--- config.mk ---
export PLATFORM = sky130hd
export DESIGN_NAME = nfc_command_dispatcher
export DESIGN_NICKNAME = d
export VERILOG_FILES = /design/src/rtl/nfc_command_dispatcher.sv
export SDC_FILE = /design/constraint.sdc
export NUM_CORES = 1
export LEC_CHECK = 0
export CORE_AREA = 2 2 183 185
export CTS_CLUSTER_DIAMETER = 40
export CTS_CLUSTER_SIZE = 28
export DETAILED_ROUTE_END_ITERATION = 7
export DIE_AREA = 0 0 185 187
export GPL_TIMING_DRIVEN = 0
export PLACE_DENSITY = 0.44
export RECOVER_POWER = 50
export SYNTH_ARGS = -nofsm -noshare
export SYNTH_HDL_FRONTEND = slang
export SYNTH_SLANG_ARGS = --single-unit
--- constraint.sdc ---
create_clock -name iSystemClock -period 2.2 [get_ports iSystemClock]
set_input_delay 0.33 -clock iSystemClock [delete_from_list [all_inputs] [get_ports iSystemClock]]
set_output_delay 0.33 -clock iSystemClock [all_outputs]
set_load 0.02 [all_outputs]
--- src/rtl/nfc_command_dispatcher.sv ---
// Grants the shared ACG bus to the single command module that claims a host command and holds it until last step or watchdog.
// Latency: grant/pulses registered one cycle after accept; ACG mux is combinational from the owner. Host ready only while idle.
module nfc_command_dispatcher #(
    parameter int NumberOfWays     = 4,
    parameter int NumberOfCommands = 4,
    parameter int TimeoutCycles    = 1000000
) (
    input  logic                                   iSystemClock,
    input  logic                                   iReset,
    input  logic                                   iCMDValid,
    output logic                                   oCMDReady,
    input  logic [NumberOfCommands-1:0]            iCmd_Start,
    input  logic [NumberOfCommands-1:0]            iCmd_LastStep,
    input  logic [8*NumberOfCommands-1:0]          iCmd_ACG_Command,
    input  logic [3*NumberOfCommands-1:0]          iCmd_ACG_CommandOption,
    input  logic [NumberOfWays*NumberOfCommands-1:0] iCmd_ACG_TargetWay,
    input  logic [16*NumberOfCommands-1:0]         iCmd_ACG_NumOfData,
    input  logic [NumberOfCommands-1:0]            iCmd_ACG_CASelect,
    input  logic [40*NumberOfCommands-1:0]         iCmd_ACG_CAData,
    input  logic [16*NumberOfCommands-1:0]         iCmd_ACG_WriteData,
    input  logic [NumberOfCommands-1:0]            iCmd_ACG_WriteLast,
    input  logic [NumberOfCommands-1:0]            iCmd_ACG_WriteValid,
    output logic [NumberOfCommands-1:0]            oCmd_ACG_WriteReady,
    output logic [7:0]                             oACG_Command,
    output logic [2:0]                             oACG_CommandOption,
    output logic [NumberOfWays-1:0]                oACG_TargetWay,
    output logic [15:0]                            oACG_NumOfData,
    output logic                                   oACG_CASelect,
    output logic [39:0]                            oACG_CAData,
    output logic [15:0]                            oACG_WriteData,
    output logic                                   oACG_WriteLast,
    output logic                                   oACG_WriteValid,
    input  logic                                   iACG_WriteReady,
    output logic [NumberOfCommands-1:0]            oOwner,
    output logic                                   oCmdDone,
    output logic                                   oError,
    output logic                                   oConflict,
    output logic                                   oTimeout
);
    localparam int N  = NumberOfCommands;
    localparam int NW = NumberOfWays;
    localparam logic [N-1:0] One         = 1;
    localparam logic [23:0]  TimeoutLast = 24'(TimeoutCycles - 1);

    typedef enum logic [1:0] {IDLE, BUSY, DONE} state_t;

    state_t        state, state_nxt;
    logic [N-1:0]  owner, owner_nxt;
    logic [23:0]   count, count_nxt;
    logic          done_nxt, error_nxt, conflict_nxt, timeout_nxt;
    logic          accept, start_multi, owner_last;
    logic [N-1:0]  start_lowest;

    assign accept       = iCMDValid && (state == IDLE);
    // Two's-complement trick isolates the lowest set start bit.
    assign start_lowest = iCmd_Start & (~iCmd_Start + One);
    assign start_multi  = |(iCmd_Start & (iCmd_Start - One));
    assign owner_last   = |(iCmd_LastStep & owner);

    always_ff @(posedge iSystemClock or posedge iReset) begin
        if (iReset) begin
            state     <= IDLE;
            owner     <= '0;
            count     <= '0;
            oCmdDone  <= 1'b0;
            oError    <= 1'b0;
            oConflict <= 1'b0;
            oTimeout  <= 1'b0;
        end else begin
            state     <= state_nxt;
            owner     <= owner_nxt;
            count     <= count_nxt;
            oCmdDone  <= done_nxt;
            oError    <= error_nxt;
            oConflict <= conflict_nxt;
            oTimeout  <= timeout_nxt;
        end
    end

    always_comb begin
        state_nxt    = state;
        owner_nxt    = owner;
        count_nxt    = count;
        done_nxt     = 1'b0;
        error_nxt    = 1'b0;
        conflict_nxt = 1'b0;
        timeout_nxt  = 1'b0;
        case (state)
            IDLE: begin
                if (accept) begin
                    if (|iCmd_Start) begin
                        state_nxt    = BUSY;
                        owner_nxt    = start_lowest;
                        count_nxt    = '0;
                        conflict_nxt = start_multi;
                    end else begin
                        error_nxt = 1'b1;
                    end
                end
            end
            BUSY: begin
                count_nxt = count + 24'd1;
                // Last step takes priority over a coincident watchdog expiry.
                if (owner_last) begin
                    state_nxt = DONE;
                    done_nxt  = 1'b1;
                end else if (count == TimeoutLast) begin
                    state_nxt   = IDLE;
                    owner_nxt   = '0;
                    count_nxt   = '0;
                    timeout_nxt = 1'b1;
                end
            end
            DONE: begin
                state_nxt = IDLE;
                owner_nxt = '0;
            end
            default: begin
                state_nxt = IDLE;
                owner_nxt = '0;
            end
        endcase
    end

    assign oCMDReady           = (state == IDLE);
    assign oOwner              = owner;
    assign oCmd_ACG_WriteReady = owner & {N{iACG_WriteReady}};

    // Owner is one-hot, so a plain select per bit is sufficient; CASelect idles high.
    always_comb begin
        oACG_Command       = '0;
        oACG_CommandOption = '0;
        oACG_TargetWay     = '0;
        oACG_NumOfData     = '0;
        oACG_CASelect      = 1'b1;
        oACG_CAData        = '0;
        oACG_WriteData     = '0;
        oACG_WriteLast     = 1'b0;
        oACG_WriteValid    = 1'b0;
        for (int k = 0; k < N; k++) begin
            if (owner[k]) begin
                oACG_Command       = iCmd_ACG_Command[8*k +: 8];
                oACG_CommandOption = iCmd_ACG_CommandOption[3*k +: 3];
                oACG_TargetWay     = iCmd_ACG_TargetWay[NW*k +: NW];
                oACG_NumOfData     = iCmd_ACG_NumOfData[16*k +: 16];
                oACG_CASelect      = iCmd_ACG_CASelect[k];
                oACG_CAData        = iCmd_ACG_CAData[40*k +: 40];
                oACG_WriteData     = iCmd_ACG_WriteData[16*k +: 16];
                oACG_WriteLast     = iCmd_ACG_WriteLast[k];
                oACG_WriteValid    = iCmd_ACG_WriteValid[k];
            end
        end
    end
endmodule

==> reports/results.ini, run 1 <==
[run_status]
status=complete, but fails checks
violations=negative setup slack

[sta]
setup_violations=4
min_period_over_period=1.03
tns_ps=-88.1
timing.hold.ws_ps=517
max_freq_mhz=441
skew_ps=2.17
period_minus_slack_ps=2270
max_slew_margin=0.599
rsz0062_at_grt=yes
drv_slew=0
fin_ws_ps=-68.3
worstMarginPinSlew_ps=601
hold_viol_final=0

[critical_path]
path_class=flop to output pin
crit_path_end_kind=output pin
cp.arrival_ps=1940
worstPathMaxFanout=10
reg2reg_from=oOwner[0]
start_kind=flop
worstPathRequired_ps=1870
cp-startpoint=oOwner[1]

[power_and_ir_drop]
p_per_area_nw_per_um2=866
p_total_mw=8.69
ir_drop_uv=344
p_leak_nw=3.96

[yosys]
synth_top_area_cell=dfrtp_1
synth-async-reset-ratio=1.00
synth_area_per_cell_um2=6.20
synthCells=696
synth_top_area_share=0.197
synth-seq-cells=34
synth_nets=1069
synth.distinct_cells=47
syn_area_um2=4320
synthTopCellsByCount=nor2_1, nand2_1, a21oi_1
ys_seq_area_frac=0.197
synth_warnings=0
yosysMostFrequentCell=nor2_1
synth_ff_type=dfrtp_1
synth_edf_count=0
synth_area_leaders=dfrtp_1, a22oi_1, a21oi_1

[route]
vias=7097
dr.pass1.iters=4
drt_iter0_drc=308
drc=0
antenna_left=0
avgViaCountPerCell=4.35
wl_mm=35.0
detail_route.wl_per_cell_um=21.4

[place]
gp_congestion=0.903
dp_hpwl_mm=28.7
placed_cell_area_um2=9650
port_buffers=474
place_inst=1619

[floorplan]
dieArea_um2=34600
initial_core_util=0.131
num_io_pins=475
rows=67
core_um2=32900
die_h_um=187
die_width_um=185

[run]
max_cap_viol_count=0

[min_path]
hold_path_class=primary input to async pin

[clock_network]
clkSinkCount=34
cts_buffer_depth=2
cts_hold_buf=0
clockRootBuffer=clkbuf_16
clk_pin_slew_worst_paths_ps=50
clkLatencyLatePin_ps=270
cts_max_level=2
tritoncts.num_buffers=5
cts_tree=yes

[global_route]
gr-total-overflow=0
grt_pass1_wl_mm=49.6
grt_pass1_vias=7187
grt_max_degree=24
grt_antenna_before_repair=3
grt_usage=0.192

[cells_and_area]
design_area_um2=10000
fin_nets=1555
finalNonFillerCells=1633
nFillCells=3658
drive_gt1_frac=0.168
area_delta_synth_final_pct=132

flip-flops by register name, summed over array words and instances, names as in the netlist:
signal     cells
oCmdDone       1
oTimeout       1
oOwner         4
state          2
count         24
oConflict      1
oError         1
layer usage:
metal	up-vias	global-route usage	routed length, um
met3	28	0.0444	2660
met2	272	0.327	16700
met4	2	0.0348	603
met5	-	0	13
met1	3317	0.249	15000
li1	3478	-	-
worst max-delay path: stages (launching register included):
cell and delay [ps]:
dfrtp_2 450, nor2b_4 190, buf_8 180, clkbuf_8 190, a22oi_1 70, nor2_1 110, a21oi_1 50, o21ai_1 230
buf_4 200
layout by cell type, fill, tap and decap left out, types with 2 or more instances in the layout:
master / netlist / final
nor3_1: 8 / 8
nor2_1: 120 / 116
nand3_2: 2 / 2
a32o_1: 2 / 2
buf_8: 0 / 4
buf_4: 0 / 71
clkbuf_2: 0 / 25
nor4_1: 6 / 6
clkbuf_1: 58 / 9
inv_1: 9 / 9
nand3b_1: 3 / 3
clkbuf_4: 0 / 7
and2_1: 5 / 4
dfrtp_2: 0 / 3
nor2_2: 0 / 4
a21oi_2: 1 / 10
a21oi_1: 93 / 84
clkbuf_8: 0 / 12
nand3_1: 9 / 9
o21a_1: 2 / 2
clkbuf_16: 0 / 10
o21ai_2: 1 / 7
nand4_1: 5 / 5
a22oi_1: 90 / 84
buf_2: 3 / 18
dlygate4sd3_1: 0 / 4
diode_2: 0 / 3
a22oi_2: 0 / 6
o21ai_0: 92 / 31
clkdlybuf4s50_1: 0 / 378
o21ai_1: 0 / 55
nand2_1: 104 / 104
dfrtp_1: 34 / 31
nor4_4: 1 / 2
xor2_1: 6 / 6
and3_1: 3 / 3
xnor2_1: 15 / 15
buf_6: 2 / 8
where the power goes:
group          total (mW)  switching (mW)  internal (mW)
logic                7.26            4.14           3.11
clock network       0.651           0.237          0.413
registers           0.782          0.0768          0.705
total                8.69            4.46           4.23
per-stage QoR:
step           setup WS (ps)  utilization
3_5_place_dp           -1620        0.294
3_3_place_gp           -1610        0.293
2_1_floorplan           3.32            -
6_report               -68.3        0.305
5_1_grt                 -144        0.305
4_1_cts                -72.8        0.300
kinds of logic after synthesis:
kind of cell,synth area share
AOI/OAI and AO/OA,0.411
adders and majority gates,0.00290
and+or+nand+nor,0.279
xor gates and xnor gates,0.0426
DFF,0.197
buffers and inverters,0.0669
final cells by class:
cell class,count,area [um2],share of cell area
repair buffers,480,4570,0.456
multi-input cells,590,3300,0.329
flip-flops and latches,34,855,0.0852
plain buffers,62,571,0.0569
well taps,448,561,0.0559
clock buffers,7,133,0.0132
inverters,9,33.8,0.00337
diodes,3,7.51,0.000749
path summary, 6_finish.rpt:
kind / slack [ps] / endpoint / cells past startpoint
hold / removal: 520 / oError / 2
min in group iSystemClock: 530 / count[1] / 2
hold reg to reg: 530 / count[1] / 2
max in group asynchronous: 690 / oOwner[1] / 3
setup reg to reg: 140 / oOwner[1] / 6
setup / recovery: -70 / oACG_WriteData[0] / 8
what timing repair did:
action / in CTS / in global routing
setup endpoints to repair: 93 / 93
gates resized for setup: 672 / 96
setup buffers: 2 / 1
pin swaps: 3 / 6
gates cloned: 2 / 0
No activity file was read; power rests on OpenSTA's default activity.
==> inputs of run 2 (changes only) <==
--- a/config.mk
+++ b/config.mk
@@ -11,8 +11,8 @@
 export DETAILED_ROUTE_END_ITERATION = 7
 export DIE_AREA = 0 0 185 187
 export GPL_TIMING_DRIVEN = 0
-export PLACE_DENSITY = 0.44
-export RECOVER_POWER = 50
+export PLACE_DENSITY_LB_ADDON = 0.05
+export RECOVER_POWER = 100
 export SYNTH_ARGS = -nofsm -noshare
 export SYNTH_HDL_FRONTEND = slang
 export SYNTH_SLANG_ARGS = --single-unit
==> reports/results.ini, run 2 (same netlist as run 1, synthesis figures left out) <==
[route]
avgViaCountPerCell=4.32  ; was 4.35
drc=0  ; unchanged
antenna_left=0  ; unchanged
detail_route.wl_per_cell_um=23.0  ; was 21.4 um
drt_iter0_drc=274  ; was 308
dr.pass1.iters=5  ; was 4
vias=7094  ; was 7,097
wl_mm=37.8  ; was 35.0 mm

[place]
gp_congestion=0.871  ; was 0.903
dp_hpwl_mm=30.9  ; was 28.7 mm
port_buffers=474  ; unchanged
place_inst=1618  ; was 1,619

[min_path]
hold_path_depth=1
min_from=state[1]
hold_path_class=flop to flop  ; was primary input to async pin
hold_end=state[0]

[clock_network]
tritoncts.num_buffers=5  ; unchanged
clkLatencyLatePin_ps=280  ; was 270 ps
cts_hold_buf=0  ; unchanged
cts_tree=yes  ; unchanged
clk_pin_slew_worst_paths_ps=60  ; was 50 ps
cts_buffer_depth=2  ; unchanged
clkSinkCount=34  ; unchanged
cts_max_level=2  ; unchanged
clockRootBuffer=clkbuf_16  ; unchanged

[sta]
max_slew_margin=0.0893  ; was 0.599
period_minus_slack_ps=2300  ; was 2270 ps
worstMarginPinSlew_ps=1360  ; was 601 ps
rsz0062_at_grt=yes  ; unchanged
min_period_over_period=1.04  ; was 1.03
drv_slew=0  ; unchanged
fin_ws_ps=-95.8  ; was -68.3 ps
hold_viol_final=0  ; unchanged
max_freq_mhz=436  ; was 441 MHz
setup_violations=20  ; was 4
skew_ps=8.51  ; was 2.17 ps

[global_route]
busiest_layer=met2  ; unchanged
grt_pass1_wl_mm=52.6  ; was 49.6 mm
grt_antenna_before_repair=15  ; was 3
grt.met2_usage=0.352  ; was 0.327
gr-total-overflow=0  ; unchanged
grt.met1_usage=0.255  ; was 0.249
grt_usage=0.208  ; was 0.192
grt_max_degree=35  ; was 24
grt_pass1_vias=7245  ; was 7,187
grtUsageMet3=0.0715  ; was 0.0444

[critical_path]
worstPathRequired_ps=1870  ; about the same
cp_cell_sequence=nor2b_4 -> buf_8 -> buf_8 -> buf_8 -> a22oi_2 -> nor2_2 -> a21oi_2 -> o21ai_2 -> buf_6  ; was nor2b_4 -> buf_8 -> clkbuf_8 -> a22oi_1 -> nor2_1 -> a21oi_1 -> o21ai_1 -> buf_4
reg2reg_slack_ps=120  ; was 140 ps
critPathBufInv=4  ; was 3
reg2reg_from=count[0]  ; was oOwner[0]
crit_path_end_kind=output pin  ; unchanged
worstPathMaxFanout=5  ; was 10
ff2ff_path_depth=7  ; was 6
start_kind=flop  ; unchanged
cp_slowest_stage_delay_ps=450  ; about the same
crit_top_cell=buf_8
critPathSlowestCell=dfrtp_2  ; unchanged
critPathTopFamily=buffers and inverters  ; unchanged
cp-startpoint=oOwner[1]  ; unchanged
cp.arrival_ps=1970  ; was 1940 ps
path_class=flop to output pin  ; unchanged
timing.rr.end=count[14]  ; was oOwner[1]

[floorplan]
core_um2=32900  ; unchanged
die_h_um=187  ; unchanged
dieArea_um2=34600  ; unchanged
num_io_pins=475  ; unchanged
die_width_um=185  ; unchanged
rows=67  ; unchanged
initial_core_util=0.131  ; unchanged

[power_and_ir_drop]
p_switching_mw=4.70  ; was 4.46 mW
clockPowerShare=0.099  ; was 0.075
p_total_mw=9.37  ; was 8.69 mW
pwr-share-comb=0.817  ; was 0.835
p_int_mw=4.67  ; was 4.23 mW
p_per_area_nw_per_um2=908  ; was 866 nW/um2
swShare=0.501  ; was 0.513
seqPwrFrac=0.084  ; was 0.090
ir_drop_uv=654  ; was 344 uV
p_leak_nw=4.05  ; was 3.96 nW

[cells_and_area]
nFillCells=3633  ; was 3,658
top_register=count  ; unchanged
final_common_cell=clkdlybuf4s50_1  ; unchanged
fin_nets=1561  ; was 1,555
finalNonFillerCells=1644  ; was 1,633
area_delta_synth_final_pct=139  ; was 132%
largest_reg_flops=24  ; unchanged
drive_gt1_frac=0.200  ; was 0.168
mostFrequentLayoutCells=clkdlybuf4s50_1, nor2_1, nand2_1, a21oi_1, buf_4  ; was clkdlybuf4s50_1, nor2_1, nand2_1, a22oi_1, a21oi_1

[run_status]
status=complete, but fails checks  ; unchanged
violations=negative setup slack  ; unchanged

[run]
max_cap_viol_count=0  ; unchanged

## run 2: routing by layer
layer	share of wire	wire, um
met1	0.41	15500
met2	0.49	18300
met3	0.091	3450
met4	0.011	399
met5	0.0023	87
## run 2: worst max path at each step
stage / endpoint / slack, ps / depth (start not counted)
after floorplan: oACG_TargetWay[0] / 3 / 8
after global placement: oACG_NumOfData[1] / -1410 / 6
after detailed placement: oACG_NumOfData[1] / -1480 / 6
after CTS: oACG_WriteLast / -130 / 8
after global routing: oACG_TargetWay[2] / -150 / 9
final: oACG_CommandOption[0] / -100 / 9
## run 2: through the flow
stage	instance area [um2]	TNS (ps)	setup WS, ps	utilization	hold slack, ps
floorplan	4320	0	3.32	-	470
CTS	10100	-1770	-132	0.307	533
finish	10300	-473	-95.8	0.314	540
global route	10300	-7180	-153	0.314	569
global placement	9620	-111590	-1410	0.293	531
detailed placement	9620	-116120	-1480	0.293	529
## run 2: cell type report
class	count	area (um2)	share of cell area
timing repair buffer	487	4700	0.455
multi-input combinational	590	3450	0.334
sequential	34	853	0.0826
tap	448	561	0.0543
buffer	61	520	0.0504
clock buffer	5	125	0.0121
clock inverter	3	68.8	0.00666
inverter	9	33.8	0.00327
antenna	7	17.5	0.00170
## run 2: worst register-to-register path: stages, from the launching register on
cell and delay, ps:
dfrtp_1 400, ha_1 210, and3_1 240, nand4_1 290
nor4_4 420, or2_4 220, buf_6 140, nor2_1 60
## run 2: repair_timing
| action | in CTS | in global routing |
|---|---|---|
| resized for setup | 728 | 103 |
| setup buffers | 7 | 2 |
| setup endpoints to repair | 93 | 112 |
| cloned | 4 | 0 |
| pin swaps | 11 | 30 |
## run 2: power by group through the flow
stage          Clock (mW)  Sequential (mW)  Combinational, mW
3_3_place_gp            0            0.810               7.06
5_1_grt             0.986            0.798               8.21
4_1_cts             0.953            0.784               7.41
6_report            0.930            0.783               7.66
2_1_floorplan           0            0.809               3.32
3_5_place_dp            0            0.809               7.00
